===== config.mk =====
export PLATFORM = sky130hd
export DESIGN_NAME = encoder_rd_scheduler
export DESIGN_NICKNAME = d
export VERILOG_FILES = /design/src/rtl/encoder_rd_scheduler.sv
export SDC_FILE = /design/constraint.sdc
export NUM_CORES = 1
export LEC_CHECK = 0
export BUFFER_PORTS_ARGS = -buffer_cell sky130_fd_sc_hd__buf_2
export CORE_MARGIN = 4
export CORE_UTILIZATION = 50
export CTS_CLUSTER_DIAMETER = 100
export DETAILED_ROUTE_END_ITERATION = 8
export GPL_TIMING_DRIVEN = 0
export PLACE_DENSITY = 0.77
export SKIP_CTS_REPAIR_TIMING = 1
export SLEW_MARGIN = 0
export SYNTH_ARGS = -nofsm -noshare
export SYNTH_HDL_FRONTEND = slang
export SYNTH_SLANG_ARGS = --single-unit

===== constraint.sdc =====
create_clock -name clock -period 2.9 [get_ports clock]
set_input_delay 0.435 -clock clock [delete_from_list [all_inputs] [get_ports clock]]
set_output_delay 0.435 -clock clock [all_outputs]
set_load 0.01 [all_outputs]

===== src/rtl/encoder_rd_scheduler.sv =====
// Shares one I2C encoder-read master across four wheel channels. Arbitration is round-robin, and
// channels with a fresh angle_update win. A channel is flagged as faulted after repeated timeouts.
module encoder_rd_scheduler #(
  parameter int TIMEOUT_CYC = 2000,
  parameter int RD_GAP      = 16,
  parameter int FAIL_LIMIT  = 3
) (
  input  logic        clock,
  input  logic        reset_n,
  input  logic [3:0]  ch_enable,
  input  logic [3:0]  angle_update,
  input  logic        i2c_rd_valid,
  input  logic [11:0] i2c_rd_data,
  output logic        i2c_rd_start,
  output logic [1:0]  i2c_ch,
  output logic        i2c_abort,
  output logic [47:0] current_angle,
  output logic [3:0]  i2c_rd_done,
  output logic [3:0]  rd_fault
);

  localparam int TW = $clog2(TIMEOUT_CYC + 1);
  localparam int GW = $clog2(RD_GAP + 1);
  localparam int FW = $clog2(FAIL_LIMIT + 1);

  typedef enum logic [2:0] {IDLE, START, WAIT, DONE, GAP} state_t;

  state_t          state, state_nxt;
  logic [TW-1:0]   timer;
  logic [GW-1:0]   gap_cnt;
  logic [1:0]      last;
  logic [3:0]      pending;
  logic [FW-1:0]   fail_cnt [4];
  logic            en_lost;
  logic [3:0]      req_cls;
  logic [3:0]      clr_mask;
  logic [1:0]      pick;
  logic            pick_vld;
  logic            rd_ok;
  logic            rd_to;

  // Lowest priority goes to the channel just served (k == 4 wraps back onto 'from').
  function automatic logic [2:0] rr_pick(input logic [3:0] req, input logic [1:0] from);
    logic [2:0] r;
    logic [1:0] c;
    r = 3'b000;
    for (int k = 4; k >= 1; k--) begin
      c = from + 2'(k);
      if (req[c]) r = {1'b1, c};
    end
    return r;
  endfunction

  function automatic logic [FW-1:0] sat_inc(input logic [FW-1:0] v);
    return (v == FW'(FAIL_LIMIT)) ? v : v + 1'b1;
  endfunction

  always_comb begin
    req_cls  = ((ch_enable & pending) != 4'b0000) ? (ch_enable & pending) : ch_enable;
    {pick_vld, pick} = rr_pick(req_cls, last);
    rd_ok    = (state == WAIT) && i2c_rd_valid;
    rd_to    = (state == WAIT) && !i2c_rd_valid && (timer == TW'(TIMEOUT_CYC - 1));
    clr_mask = (rd_ok || rd_to) ? (4'b0001 << i2c_ch) : 4'b0000;
  end

  always_comb begin
    state_nxt = state;
    case (state)
      IDLE:    if (pick_vld) state_nxt = START;
      START:   state_nxt = WAIT;
      WAIT:    if (rd_ok) state_nxt = DONE;
               else if (rd_to) state_nxt = GAP;
      DONE:    state_nxt = GAP;
      GAP:     if (gap_cnt == GW'(RD_GAP - 1)) state_nxt = IDLE;
      default: state_nxt = IDLE;
    endcase
  end

  always_ff @(posedge clock or negedge reset_n) begin
    if (!reset_n) begin
      state         <= IDLE;
      i2c_rd_start  <= 1'b0;
      i2c_abort     <= 1'b0;
      i2c_rd_done   <= 4'b0000;
      i2c_ch        <= 2'd0;
      last          <= 2'd3;
      pending       <= 4'b0000;
      rd_fault      <= 4'b0000;
      current_angle <= '0;
      timer         <= '0;
      gap_cnt       <= '0;
      en_lost       <= 1'b0;
      for (int n = 0; n < 4; n++) fail_cnt[n] <= '0;
    end else begin
      state        <= state_nxt;
      i2c_rd_start <= (state == IDLE) && pick_vld;
      i2c_abort    <= rd_to;
      i2c_rd_done  <= 4'b0000;
      // An update landing on the completion edge survives so the newer angle is still fetched.
      pending      <= (pending & ~clr_mask) | angle_update;

      if (state == DONE && ch_enable[i2c_ch] && !en_lost) i2c_rd_done[i2c_ch] <= 1'b1;

      if (state == IDLE && pick_vld) begin
        i2c_ch  <= pick;
        en_lost <= 1'b0;
      end else if ((state == START || state == WAIT || state == DONE) && !ch_enable[i2c_ch]) begin
        en_lost <= 1'b1;
      end

      if (state == START) timer <= '0;
      else if (state == WAIT) timer <= timer + 1'b1;

      if (state == GAP) gap_cnt <= gap_cnt + 1'b1;
      else gap_cnt <= '0;

      if (rd_ok) begin
        current_angle[12*i2c_ch +: 12] <= i2c_rd_data;
        fail_cnt[i2c_ch] <= '0;
        rd_fault[i2c_ch] <= 1'b0;
        last             <= i2c_ch;
      end else if (rd_to) begin
        fail_cnt[i2c_ch] <= sat_inc(fail_cnt[i2c_ch]);
        if (sat_inc(fail_cnt[i2c_ch]) == FW'(FAIL_LIMIT)) rd_fault[i2c_ch] <= 1'b1;
        last             <= i2c_ch;
      end
    end
  end

endmodule


**Word level (Yosys, flattened, before mapping)**

Cells that the tools add are included.

- Output and inout port bits: 60
- Flip-flop bits (word level): 94
- RAM bits: 0
- Input bits: 23
- Memories: 0
- Latch bits: 0
- Bits in read-only memories: 0

- Order comparisons: 8
- $mul: 1
- Bitwise gates (word level): 10
- Add/subtract/negate cells: 7
- Reduce and logical (&&, ||, !) cells: 23
- Divide/modulo/power cells: 0
- Eq/ne operators: 11
- Multiplexer cells: 44
- Shifts and indexed selects: 3

Operators by type and width:

| operator | count |
|---|---|
| 48-bit bitwise mux | 1 |
| 12-bit by 34-bit variable shift with 48-bit output, first input constant | 1 |
| 12-bit by 34-bit variable part select with 48-bit output | 1 |
| 6-bit negator with 34-bit output | 1 |
| 3-bit 2-to-1 mux | 8 |
| 4-bit 2-to-1 mux | 6 |
| 11-bit 2-to-1 mux | 2 |
| 8-bit 2-to-1 mux | 2 |
| 2-bit by 3-bit less-than comparator with 1-bit output, second input constant | 5 |
| 3-bit case mux with 5 select lines | 1 |
| 4-bit bitwise AND | 3 |
| 2-bit 2-to-1 mux | 6 |
| 11-bit by 1-bit adder with 11-bit output, second input constant | 1 |
| 11-bit equality test, second input constant | 1 |
| 1-bit binary-select mux with 2-bit select | 5 |
| 1-bit logical AND | 9 |
| 8-bit bitwise AND | 1 |
| 8-bit bitwise mux | 1 |
| 1-bit 2-to-1 mux | 8 |
| 4-bit NOT | 2 |
| 8-bit NOT | 1 |
| 4-bit bitwise OR | 2 |
| 2-bit nonzero test | 4 |
| 3-bit by 2-bit equality test with 1-bit output, second input constant | 2 |
| other kinds (25) | 33 |

**Depth between registers and ports, before layout**

Gate-level depths: netlist of the first run.

- Depth in word-level cells: 11
- Gate-level depth with buffers: 9
- Gate-level depth less buffers: 7

**Worst setup path before layout of the first run**

Ideal clock, no wire load.

- Path kind: register -> register
- Start point: register i2c_ch[0]
- End point: register current_angle[30]
- Period minus slack after synthesis: 2.313 ns
- Arrival time: 2.230 ns
- Setup slack: 0.587 ns
- Stages on the path, launching flop included: 10
- Path through: dfrtp_1 buf_2 inv_1 ha_1 buf_2 buf_2 a21oi_1 a211oi_1 nand3_1 o21ai_0

- Longest elaborated chain between the ends: 4
- Elaborated cells on any way between the ends: 5
- Those cells by class: add/sub: 1; mul: 1; shift: 2; mux: 1

RTL lines:

| item | RTL line | source |
|---|---|---|
| from (decl) | 15 | `output logic [1:0] i2c_ch,` |
| from (signal assigned) | 105 | `i2c_ch <= pick;` |
| 2-bit by 2-bit multiplier with 4-bit output * | 118 | `current_angle[12*i2c_ch +: 12] <= i2c_rd_data;` |
| 6-bit negator with 34-bit output * | 118 |  |
| 12-bit by 34-bit variable part select with 48-bit output or 12-bit by 34-bit variable shift with 48-bit output (tied branches) | 118 |  |
| 48-bit bitwise mux * | 118 |  |
| to (signal, indexed assignment) | 118 |  |
| to (decl) | 17 | `output logic [47:0] current_angle,` |

Every way passes the cells marked *; elsewhere a longest branch is shown, timed or not.
A chain may end at the register's enable or synchronous reset.

**Final worst setup path of the first run**

- Start point: register i2c_ch[0]
- End point: register current_angle[45]

Same word-level chain as after synthesis.

==> reports/qor.yml, run 1 <==
outcome:
  outcome: "completed"
sta:
  clock.fmax_mhz: 381
  setup_viol: 0
  finalCritPeriodShare: 0.904
  rsz0062_at_grt: "no"
  slew_headroom: 0.640
  worstMarginPinSlew_ps: 533
  holdWs_ps: 26.0
  finalMaxSlewViolations: 0
  skew_ps: 8.03
  finalHoldViolations: 0
  setup_tns_ps: 0
  period_needed_ps: 2620
floorplanning:
  start_util: 0.515
  core_area_mm2: 0.00876
  die_area_mm2: 0.0106
  die_x_um: 103
  fp.dieH_um: 103
  pin_count: 83
  fp-row-count: 34
power:
  p_clk_frac: 0.185
  p_int_uw: 3010
  power_frac_seq: 0.375
  peakVddDrop_mv: 0.466
  power_leakage_uw: 0.00258
  switching_share: 0.409
  power_density_mw_per_mm2: 959
  switching_power_uw: 2080
  p_comb_frac: 0.440
detailed_routing:
  drcViolationCount: 0
  vias_per_cell: 5.80
  wirelength_mm: 11.0
  wire_per_inst_um: 16.8
  dr.pass1.iters: 5
  drt-initial-drc-count: 276
  vias: 3787
  ant_nets: 0
clocking:
  cts_sinks: 94
  cts_root_buf: "clkbuf_8"
  cts_tree: "yes"
  clk_pin_slew_ps: 80
  clkLatencyLatePin_ps: 350
  cts_inserted_buffers: 9
  htreeDepth: 3
  cts_buffer_depth: 2
worst_setup_path:
  required_ps: 3110
  critical_path.max_fanout: 10
  crit_type: "reg2reg"
  cp-end-kind: "flip-flop"
  cp.arrival_ps: 2830
  cp-start-kind: "flip-flop"
global_route:
  grt_overflow_total: 0
  grt_pass1_wl_mm: 18.1
  antenna_found_initial: 0
  grt_max_degree: 61
  grt_pass1_vias: 3654
  grt.total_usage: 0.219
place:
  port-buffer-count: 81
  dp_cells: 637
  dpl.hpwl_mm: 8.18
  gp_congestion: 0.905
finish:
  fill_cells: 741
  drive_gt1_frac: 0.240
  antennaDiodeCount: 0
  finish.utilization: 0.605
  final_cells: 653
  finalNetCount: 574
  syn2layout_area_growth_pct: 17.6
synth:
  syn_area_per_cell_um2: 10.1
  yosys_most_used_dff: "dfrtp_1"
  yosysUniqueCellTypes: 55
  synth_top_area_share: 0.510
  synthCells: 447
  ys_top_cells_by_area: "dfrtp_1 (51%), nand2_1 (6.7%), o21ai_0 (4.1%)"
  ys_seq_elements: 94
  synth.net_count: 481
  ys_async_sr_fraction: 1.00
  ys_warn_count: 0
  syn-cell-area_mm2: 0.00451
  synth_edf_count: 0
  yosys-top-cells-count: "dfrtp_1 (92), nand2_1 (80), o21ai_0 (37), nor2_1 (34), a21oi_1 (22)"
  yosysSeqAreaShare: 0.522
  synth.most_common_cell: "dfrtp_1"
  yosysTopAreaCell: "dfrtp_1"
job:
  cap_violations: 0
worst_hold_path:
  hp-class: "in2async"
-- stage by stage --
step | setup slack [ps] | total power (uW) | area (um^2)
floorplan | 587 | 3370 | 4510
detailed placement | 104 | 4140 | 5080
global placement | 164 | 4060 | 5050
global route | 77.8 | 5470 | 5310
finish | 278 | 5090 | 5310
CTS | 71.0 | 5090 | 5300
-- path summary, 6_finish.rpt --
path | start | to | slack (ps) | cells after the start
max in group asynchronous | reset_n | last[0] | 2190 | 2
worst min register to register | gap_cnt[0] | gap_cnt[0] | 470 | 1
worst max register to register | i2c_ch[0] | current_angle[45] | 280 | 9
min in group clock | angle_update[1] | pending[1] | 260 | 2
worst min-delay path | reset_n | current_angle[43] | 30 | 1
worst max-delay path | i2c_ch[0] | current_angle[45] | 280 | 9
-- placed cells by master (no fill, tap or decap), types with 4 or more instances in the layout --
cell type  instances
a21o_1             7
a21oi_1           22
a22o_1            19
a22oi_1            6
a31oi_1            4
and3_1            11
buf_2             86
clkbuf_1          15
clkbuf_8          10
dfrtp_1           91
ha_1              11
inv_1              7
mux2_2             6
nand2_1           80
nand3_1            8
nor2_1            34
nor2b_1            4
nor3_1             4
nor3b_1            4
o21ai_0           37
o31ai_1            4
o41ai_1            8
xnor2_1            4
-- registers in the layout (all words and copies together), names as in the netlist, named ones only --
signal / count
current_angle: 48
en_lost: 1
fail_cnt: 8
gap_cnt: 5
i2c_abort: 1
i2c_ch: 2
i2c_rd_done: 4
i2c_rd_start: 1
last: 2
pending: 4
state: 3
timer: 11
-- power by group through the flow --
stage / Clock, uW / Sequential [uW] / Combinational [uW]
global placement: 0 / 1910 / 2150
detailed placement: 0 / 1930 / 2210
finish: 942 / 1910 / 2240
floorplan: 0 / 2020 / 1350
global route: 1020 / 1960 / 2490
CTS: 963 / 1910 / 2220
-- area by class of cell --
cell class                      count  area, um^2  area share
Clock inverter                      3        67.6      0.0127
Buffer                             23         111      0.0210
Timing Repair Buffer               82         435      0.0821
Inverter                            7        26.3     0.00495
Tap cell                          108         135      0.0255
Sequential cell                    94        2360       0.444
Multi-Input combinational cell    323        2020       0.382
Clock buffer                       13         149      0.0281
-- logic make-up (layout without fill, tap and decap cells) --
kind of cell / count (synthesis) / in the layout / synth area share
buffers and inverters: 30 / 128 / 0.0302
AND/OR/NAND/NOR: 169 / 169 / 0.183
flip-flops: 94 / 94 / 0.522
AO/OA/AOI/OAI: 123 / 123 / 0.181
XOR/XNOR: 7 / 7 / 0.0136
multiplexers: 12 / 12 / 0.0366
adder cells (fa/ha/maj): 12 / 12 / 0.0327
-- critical path: stages, from the launching register on --
cell     delay (ps)
dfrtp_2         490
buf_2           290
inv_1           170
ha_1            360
buf_2           190
buf_2           190
nand3_1         100
a21oi_1          70
a31oi_1         410
o21ai_0         190
-- routing by layer --
metal / track usage / routed length [um]
met1: 0.315 / 5130
met5: 0 / 0
met3: 0.0494 / 729
met2: 0.323 / 4950
met4: 0.0847 / 172
Power figures use the tool's default switching activity.
==> inputs of run 2 (changes only) <==
CORE_UTILIZATION = 45   (was 50)
PLACE_DENSITY = 0.71   (was 0.77)
==> reports/qor.yml, run 2 (synthesis results as in run 1) <==
detailed_routing:
  vias_per_cell: 5.54  # was 5.80
  drt-initial-drc-count: 188  # was 276
  ant_nets: 0  # unchanged
  wire_per_inst_um: 16.4  # was 16.8 um
  drcViolationCount: 0  # unchanged
  wirelength_mm: 11.1  # was 11.0 mm
  dr.pass1.iters: 5  # unchanged
  vias: 3745  # was 3787
floorplanning:
  die_area_mm2: 0.0117  # was 0.0106 mm^2
  start_util: 0.461  # was 0.515
  core_area_mm2: 0.00977  # was 0.00876 mm^2
  pin_count: 83  # unchanged
  die_x_um: 108  # was 103 um
  fp.dieH_um: 108  # was 103 um
  fp-row-count: 36  # was 34
power:
  p_comb_frac: 0.445  # was 0.440
  switching_power_uw: 2060  # was 2080 uW
  p_clk_frac: 0.174  # was 0.185
  finalPower_uw: 4990  # was 5090 uW
  switching_share: 0.413  # was 0.409
  power_density_mw_per_mm2: 939  # was 959 mW/mm^2
  power_leakage_uw: 0.00257  # was 0.00258 uW
  peakVddDrop_mv: 0.428  # was 0.466 mV
  power_frac_seq: 0.382  # was 0.375
  p_int_uw: 2930  # was 3010 uW
clocking:
  cts_tree: "yes"  # unchanged
  clkLatencyLatePin_ps: 350  # about the same
  cts_inserted_buffers: 9  # unchanged
  cts_root_buf: "clkbuf_8"  # unchanged
  htreeDepth: 3  # unchanged
  cts_buffer_depth: 2  # unchanged
  cts_sinks: 94  # unchanged
  clk_pin_slew_ps: 90  # was 80 ps
finish:
  largest_reg_flops: 48  # unchanged
  layout_common_cells: "dfrtp_1 (91), buf_2 (86), nand2_1 (80), o21ai_0 (37), nor2_1 (34)"  # unchanged
  layout_commonest_cell: "dfrtp_1"  # unchanged
  multi_input_area_mm2: 0.00202  # unchanged
  reg.largest.list: "current_angle (48), timer (11), fail_cnt (8)"  # unchanged
  finish.utilization: 0.543  # was 0.605
  syn2layout_area_growth_pct: 17.7  # was 17.6%
  drive_gt1_frac: 0.238  # was 0.240
  fin_area_mm2: 0.00531  # about the same
  regMostFlops: "current_angle"  # unchanged
  fill_cells: 917  # was 741
  ff_latch_area_mm2: 0.00236  # unchanged
  finalNetCount: 574  # unchanged
  antennaDiodeCount: 0  # unchanged
sta:
  worstMarginPinSlew_ps: 590  # was 533 ps
  setup_tns_ps: 0  # unchanged
  period_needed_ps: 2630  # was 2620 ps
  finalMaxSlewViolations: 0  # unchanged
  rsz0062_at_grt: "no"  # unchanged
  skew_ps: 7.55  # was 8.03 ps
  finalCritPeriodShare: 0.907  # was 0.904
  finalHoldViolations: 0  # unchanged
  fin_ws_ps: 271  # was 278 ps
  setup_viol: 0  # unchanged
  slew_headroom: 0.601  # was 0.640
  clock.fmax_mhz: 380  # was 381 MHz
outcome:
  outcome: "completed"  # unchanged
global_route:
  top_usage_layer: "met1"  # was met2
  grt_pass1_wl_mm: 18.1  # about the same
  grt_max_degree: 62  # was 61
  use_met2: 0.291  # was 0.323
  grt.total_usage: 0.197  # was 0.219
  antenna_found_initial: 0  # unchanged
  grt_overflow_total: 0  # unchanged
  grt_pass1_vias: 3559  # was 3654
  grt_use_met3: 0.0406  # was 0.0494
  met1_usage: 0.296  # was 0.315
worst_hold_path:
  hp-class: "in2async"  # unchanged
place:
  post_dp_cell_area_mm2: 0.00511  # was 0.00508 mm^2
  gp_congestion: 0.961  # was 0.905
  dpl.hpwl_mm: 8.34  # was 8.18 mm
  port-buffer-count: 81  # unchanged
  pre_cts_slack_ps: 63.5  # was 104 ps
worst_setup_path:
  cp-start-kind: "flip-flop"  # unchanged
  critPathMaxStageDelay_ps: 490  # about the same
  crit_type: "reg2reg"  # unchanged
  crit_top_cell: "buf_2"  # unchanged
  crit_slowest_cell: "dfrtp_2"  # unchanged
  critical_path.max_fanout: 10  # unchanged
  required_ps: 3160  # was 3110 ps
  cpLargestDelayFamily: "buffers and inverters"  # unchanged
  path_buf_inv: 4  # unchanged
  cp.arrival_ps: 2890  # was 2830 ps
  cp-end-kind: "flip-flop"  # unchanged
  crit_chain: "buf_2 > inv_1 > ha_1 > buf_2 > buf_2 > nor3b_1 > nand2_1 > o21ai_0"  # was buf_2 > inv_1 > ha_1 > buf_2 > buf_2 > nand3_1 > a21oi_1 > a31oi_1 > o21ai_0
job:
  cap_violations: 0  # unchanged
run 2: changes by cell type in the layout (fill, tap and decap cells not counted), sizes merged:
cell      change
buf           +1
bufinv        -1
clkbuf        -1
clkinvlp      -1
run 2: worst paths after layout:
check / cells after the start / from / slack [ps] / endpoint
worst min register to register: 2 / current_angle[24] / 480 / current_angle[24]
worst max-delay path: 8 / i2c_ch[0] / 270 / current_angle[23]
min in group clock: 2 / angle_update[0] / 260 / pending[0]
worst max register to register: 8 / i2c_ch[0] / 270 / current_angle[23]
worst min-delay path: 1 / reset_n / 30 / timer[6]
max in group asynchronous: 2 / reset_n / 2220 / i2c_ch[0]
run 2: worst reg2reg max path: stages (launching register included):
cell and delay, ps:
dfrtp_2 490, buf_2 300, inv_1 180, ha_1 360, buf_2 220, buf_2 250, nor3b_1 410, nand2_1 130
o21ai_0 200
run 2: cell type report:
cell class | count | share of cell area
clock inverter | 1 | 0.00566
sequential | 94 | 0.444
inverter | 7 | 0.00495
timing repair buffer | 82 | 0.0820
multi-input combinational | 323 | 0.381
buffer | 23 | 0.0207
tap | 133 | 0.0314
clock buffer | 13 | 0.0299
run 2: per-stage QoR:
stage | hold slack (ps) | instances
floorplan | 139 | 447
global placement | 447 | 661
detailed placement | 417 | 662
CTS | 31.0 | 676
global route | 54.1 | 676
finish | 27.2 | 676
run 2: routing by layer:
layer  wire length, um  up-vias
met5                 0        -
met4               137        0
met3               713       14
met2              4860      134
met1              5390     1821
li1                  -     1776
run 2: power by group through the flow:
stage          combinational, uW  sequential, uW  clock, uW
3_3_place_gp                2160            1920          0
2_1_floorplan               1350            2020          0
5_1_grt                     2470            1950        933
3_5_place_dp                2200            1920          0
4_1_cts                     2210            1900        878
6_report                    2220            1900        865
